## config.mk

```make
export PLATFORM = sky130hd
export DESIGN_NAME = age_priority_arbiter
export DESIGN_NICKNAME = d
export VERILOG_FILES = /design/src/rtl/age_priority_arbiter_pkg.sv /design/src/rtl/age_priority_arbiter_max_finder.sv /design/src/rtl/age_priority_arbiter.sv
export SDC_FILE = /design/constraint.sdc
export NUM_CORES = 1
export LEC_CHECK = 0
export BUFFER_PORTS_ARGS = -buffer_cell sky130_fd_sc_hd__buf_4
export CAP_MARGIN = 5
export CORE_MARGIN = 2
export CORE_UTILIZATION = 45
export CTS_CLUSTER_SIZE = 16
export DETAILED_ROUTE_END_ITERATION = 16
export GPL_TIMING_DRIVEN = 0
export HOLD_SLACK_MARGIN = 0.12
export PLACE_DENSITY = 0.77
export SLEW_MARGIN = 20
export SYNTH_ARGS = -nofsm -noshare
export SYNTH_HDL_FRONTEND = slang
export SYNTH_SLANG_ARGS = --single-unit
```

## constraint.sdc

```tcl
create_clock -name i_clk -period 1.2 [get_ports i_clk]
set_input_delay 0 -clock i_clk [delete_from_list [all_inputs] [get_ports i_clk]]
set_output_delay 0 -clock i_clk [all_outputs]
set_load 0.05 [all_outputs]
```

## src/rtl/age_priority_arbiter_pkg.sv

```systemverilog
// Shared types and helpers for the age/priority arbiter.
package age_priority_arbiter_pkg;

  typedef enum logic {
    IDLE = 1'b0,
    BUSY = 1'b1
  } state_e;

  // Saturating add on 32-bit operands; callers truncate to their field width.
  function automatic logic [31:0] sat_add(input logic [31:0] a,
                                          input logic [31:0] b,
                                          input logic [31:0] lim);
    logic [32:0] s;
    s = {1'b0, a} + {1'b0, b};
    return (s > {1'b0, lim}) ? lim : s[31:0];
  endfunction

endpackage

```

## src/rtl/age_priority_arbiter_max_finder.sv

```systemverilog
// Generic max_finder: index of the largest of N packed values, lowest index on ties.
module max_finder #(
  parameter int VALUE_WIDTH = 5,
  parameter int N           = 4,
  parameter int INDEX_WIDTH = 2
) (
  input  logic [N*VALUE_WIDTH-1:0] i_values,
  output logic [INDEX_WIDTH-1:0]   o_index
);

  logic [VALUE_WIDTH-1:0] best_v;

  // Strict greater-than keeps the earliest index when values are equal.
  always_comb begin
    best_v  = i_values[VALUE_WIDTH-1:0];
    o_index = '0;
    for (int i = 1; i < N; i++) begin
      if (i_values[i*VALUE_WIDTH +: VALUE_WIDTH] > best_v) begin
        best_v  = i_values[i*VALUE_WIDTH +: VALUE_WIDTH];
        o_index = INDEX_WIDTH'(i);
      end
    end
  end

endmodule

```

## src/rtl/age_priority_arbiter.sv

```systemverilog
// Two-state arbiter granting by static priority plus age; holds the grant until i_release.
// Aging is compiled in with AGE_PRIORITY_ARBITER_AGING_EN; otherwise age is constant zero.
module age_priority_arbiter
  import age_priority_arbiter_pkg::*;
#(
  parameter int N              = 4,
  parameter int PRIORITY_WIDTH = 4,
  parameter int AGE_WIDTH      = 4,
  parameter int INDEX_WIDTH    = (N == 1) ? 1 : $clog2(N)
) (
  input  logic                        i_clk,
  input  logic                        i_rst_n,
  input  logic [N-1:0]                i_request,
  input  logic [N*PRIORITY_WIDTH-1:0] i_priority,
  input  logic                        i_release,
  output logic                        o_grant_valid,
  output logic [N-1:0]                o_grant,
  output logic [INDEX_WIDTH-1:0]      o_grant_index
);

  localparam int EFF_MAX = (1 << PRIORITY_WIDTH) - 1;
  localparam int CMP_W   = PRIORITY_WIDTH + 1;

  state_e                              state_q, state_d;
  logic   [INDEX_WIDTH-1:0]            idx_q, idx_d;
  logic   [INDEX_WIDTH-1:0]            win_idx;
  logic                                arb_fire;
  logic   [N-1:0][AGE_WIDTH-1:0]       age;
  logic   [N-1:0][PRIORITY_WIDTH-1:0]  eff;
  logic   [N*CMP_W-1:0]                cmp_vals;

  // Request bit on top so any requester outranks every idle lane.
  for (genvar g = 0; g < N; g++) begin : g_lane
    assign eff[g] = PRIORITY_WIDTH'(sat_add(32'(i_priority[g*PRIORITY_WIDTH +: PRIORITY_WIDTH]),
                                            32'(age[g]), 32'(EFF_MAX)));
    assign cmp_vals[g*CMP_W +: CMP_W] = {i_request[g], eff[g]};
  end

  max_finder #(
    .VALUE_WIDTH (CMP_W),
    .N           (N),
    .INDEX_WIDTH (INDEX_WIDTH)
  ) u_max_finder (
    .i_values (cmp_vals),
    .o_index  (win_idx)
  );

  assign arb_fire = (state_q == IDLE) && (|i_request);

  always_comb begin
    state_d = state_q;
    idx_d   = idx_q;
    case (state_q)
      IDLE: begin
        if (arb_fire) begin
          state_d = BUSY;
          idx_d   = win_idx;
        end
      end
      BUSY: begin
        if (i_release) state_d = IDLE;
      end
      default: state_d = IDLE;
    endcase
  end

  always_ff @(posedge i_clk or negedge i_rst_n) begin
    if (!i_rst_n) begin
      state_q <= IDLE;
      idx_q   <= '0;
    end else begin
      state_q <= state_d;
      idx_q   <= idx_d;
    end
  end

`ifdef AGE_PRIORITY_ARBITER_AGING_EN
  localparam int AGE_MAX = (1 << AGE_WIDTH) - 1;

  logic [N-1:0][AGE_WIDTH-1:0] age_q, age_d;

  // Ages move only on an IDLE->BUSY arbitration: losers that requested grow, all else clears.
  always_comb begin
    age_d = age_q;
    if (arb_fire) begin
      for (int i = 0; i < N; i++) begin
        if (i_request[i] && (INDEX_WIDTH'(i) != win_idx))
          age_d[i] = AGE_WIDTH'(sat_add(32'(age_q[i]), 32'd1, 32'(AGE_MAX)));
        else
          age_d[i] = '0;
      end
    end
  end

  always_ff @(posedge i_clk or negedge i_rst_n) begin
    if (!i_rst_n) age_q <= '0;
    else          age_q <= age_d;
  end

  assign age = age_q;
`else
  assign age = '0;
`endif

  // Outputs derive from the state register, so async reset clears them at once.
  assign o_grant_valid = (state_q == BUSY);
  assign o_grant_index = o_grant_valid ? idx_q : '0;
  assign o_grant       = o_grant_valid ? (N'(1) << idx_q) : '0;

endmodule

```

==> impl_metrics.env <==
export IMPL_yosys_register_bits=3
export IMPL_p_seq_share_pct=13.1
export IMPL_cts_root_buf="clkbuf_4"
export IMPL_yosys_warnings=0
export IMPL_switchingPower_uw=1010
export IMPL_r2r_end="idx_q[0]"
export IMPL_hp_class="in -> reg"
export IMPL_avgRoutedWirePerCell_um=15.7
export IMPL_die_area_um2=1850
export IMPL_status="finished, violations left"
export IMPL_power_density_nw_per_um2=1510
export IMPL_finalCriticalPeriod_ns=3.35
export IMPL_ios=30
export IMPL_dp_slack_ns=-2.73
export IMPL_fill_cells=73
export IMPL_setup_ws_ns=-2.15
export IMPL_num_rows=14
export IMPL_final_util_pct=87.8
export IMPL_rsz0062_at_grt="yes"
export IMPL_fmax_ghz=0.299
export IMPL_via_per_inst=5.65
export IMPL_track_usage_pct=25.5
export IMPL_setup_viol=4
export IMPL_synthCells=84
export IMPL_swShare_pct=51.7
export IMPL_diodes=0
export IMPL_drt_total_wl_um=2230
export IMPL_synth_top_cell_area_share_pct=29.3
export IMPL_maxSlewHeadroom_pct=80.9
export IMPL_rrSetupSlack_ns=0.19
export IMPL_synth_net_count=123
export IMPL_drive_gt1_share_pct=60.3
export IMPL_initial_core_util_pct=46.5
export IMPL_power_frac_clock_pct=10.4
export IMPL_drv_slew=0
export IMPL_synthTopCellsByCount="ha_1 (16), inv_1 (13), a21oi_1 (7), mux2_2 (5)"
export IMPL_first_global_vias=830
export IMPL_yosys_area_top_type="ha_1"
export IMPL_fin_crit_sh_pct=279
export IMPL_die_w_um=43
export IMPL_io_buffers=29
export IMPL_post_dp_cell_area_um2=1120
export IMPL_worst_slew_pin_slew_ns=0.279
export IMPL_via_count=802
export IMPL_clk_pin_slew_worst_paths_ns=0.05
export IMPL_ys_async_sr_fraction_pct=100
export IMPL_maxCapViolCount=0
export IMPL_synth_area_leaders="ha_1 (29%), dfrtp_1 (11%), mux2_2 (8.2%), inv_1 (7.1%), mux2i_1 (5.9%)"
export IMPL_crit_type="in -> reg"
export IMPL_first_pass_iters=4
export IMPL_grt_first_pass_wirelength_um=3530
export IMPL_gp_congestion=0.757
export IMPL_synth_most_common_cell="ha_1"
export IMPL_syn_avg_cell_area_um2=8.15
export IMPL_synth_distinct_cells=26
export IMPL_violations="setup timing"
export IMPL_whs_endpoint="o_grant_valid"
export IMPL_cts_sink_count=3
export IMPL_p_leak_uw=0.000620
export IMPL_antenna_found_initial=0
export IMPL_cts_buffers=3
export IMPL_regArea_um2=76.3
export IMPL_power_uw=1950
export IMPL_ant_nets=0
export IMPL_syn_area_um2=684
export IMPL_multi_input_area_um2=782
export IMPL_timing_rr_start="o_grant_valid"
export IMPL_ir_drop_v=0.00121
export IMPL_core_um2=1470
export IMPL_intPower_uw=940
export IMPL_die_y_um=43
export IMPL_end_kind="flip-flop"
export IMPL_worstPathArrival_ns=3.48
export IMPL_crit_path_max_fanout=5
export IMPL_fin_skew_ns=0.0128
export IMPL_syn_to_final_growth_pct=88.8
export IMPL_cts_buffer_depth=2
export IMPL_ys_seq_area_share_pct=11.0
export IMPL_nets=166
export IMPL_tritoncts="built"
export IMPL_grt_start_max_net_pins=7
export IMPL_detailedPlacementHpwl_um=1590
export IMPL_clock_latency_ns=0.25
export IMPL_synth_edf_count=0
export IMPL_cp_data_required_time_ns=1.33
export IMPL_critPathLaunchType="input port"
export IMPL_power_frac_comb_pct=76.5
export IMPL_overflow=0
export IMPL_synth_top_flop_cell="dfrtp_1"
export IMPL_drcViolationCount=0
export IMPL_fin_area_um2=1290
export IMPL_worstHoldPathCells=5
export IMPL_h_tree_depth=1
export IMPL_hold_violations=0
export IMPL_fin_setup_tns_ns=-4.41
export IMPL_drt_iter0_drc=11
export IMPL_reg2regPathDepth=4
export IMPL_min_from="i_request[2]"
## cell type report
cell class	count	share of cell area, %
Inverter	13	4.94
Timing Repair Buffer	39	25.1
Multi-Input combinational cell	67	60.5
Sequential cell	3	5.91
Tap cell	16	1.55
Clock buffer	4	2.03
## through the flow
stage	cells	hold slack (ns)
after floorplan	84	-0.296
after global placement	129	-0.212
after detailed placement	129	-0.206
after CTS	141	0.174
after global routing	142	0.242
final	142	0.192
## sequential cells by signal (all words and copies together), names as in the netlist
signal         count
idx_q              2
o_grant_valid      1
## kinds of logic (layout without fill, tap and decap cells)
logic type	after synthesis	count (layout)	share of synthesized area (%)
AND/OR/NAND/NOR	24	24	19.6
AO/OA/AOI/OAI	18	18	18.5
adder cells (fa/ha/maj)	16	16	29.3
buffers and inverters	14	56	7.68
multiplexers	9	9	14.1
flip-flops	3	3	11.0
## critical path, stage by stage
cell	delay (ns)
buf_12	0.09
inv_12	0.03
ha_4	0.25
and4b_1	0.20
nor2b_4	0.14
o31ai_4	0.17
buf_6	0.16
mux2_4	0.32
ha_4	0.27
nand3_1	0.11
o22ai_1	0.22
or2_4	0.21
mux2_4	0.32
ha_4	0.22
a21o_1	0.15
a221o_1	0.35
a21oi_2	0.18
a21oi_1	0.09
## per-layer routing
layer  GRT usage (%)  vias to the layer above  share of wire, %
li1                -                      385                 -
met1            25.7                      381                37
met4            10.9                        0               2.1
met2            53.0                       32                57
met3               0                        4               3.8
met5               0                        -                 0
## cells in the final DEF, fill, tap and decap left out, types with 2 or more instances in the layout
master         instances
buf_6                  3
nor2b_4                3
a21o_1                 2
clkbuf_4               3
a21oi_1                4
and2_4                 2
mux2i_1                2
inv_1                  8
o21ai_0                2
a21oi_2                2
dfrtp_1                2
inv_2                  3
dlygate4sd3_1          3
nor2_1                 4
ha_1                   7
ha_4                   9
nand3_1                3
mux2_4                 4
buf_4                 32
nand2_1                4
## power groups by stage
stage          registers, uW  clock network (uW)  logic (uW)
5_1_grt                  260                 199        1570
6_report                 254                 202        1490
4_1_cts                  251                 201        1460
3_3_place_gp             247                   0        1320
3_5_place_dp             252                   0        1350
2_1_floorplan            296                   0         965
## worst max-delay path by stage
stage / start / to / slack (ns) / depth (start not counted)
CTS: i_request[0] / idx_q[0] / -2.10 / 19
floorplan: i_request[0] / idx_q[0] / -2.27 / 18
detailed placement: i_request[0] / idx_q[1] / -2.73 / 19
global placement: i_request[0] / idx_q[1] / -2.66 / 19
global route: i_request[0] / idx_q[0] / -2.30 / 19
finish: i_request[0] / idx_q[0] / -2.15 / 18
## repair_timing
item	4_1_cts	5_1_grt
pin swaps	11	0
endpoints found under the setup margin	4	4
gates resized for setup	14	2
setup buffers	6	1
endpoints found under the hold margin	4	0
hold buffers	3	0
(Power assumes the default switching activity.)
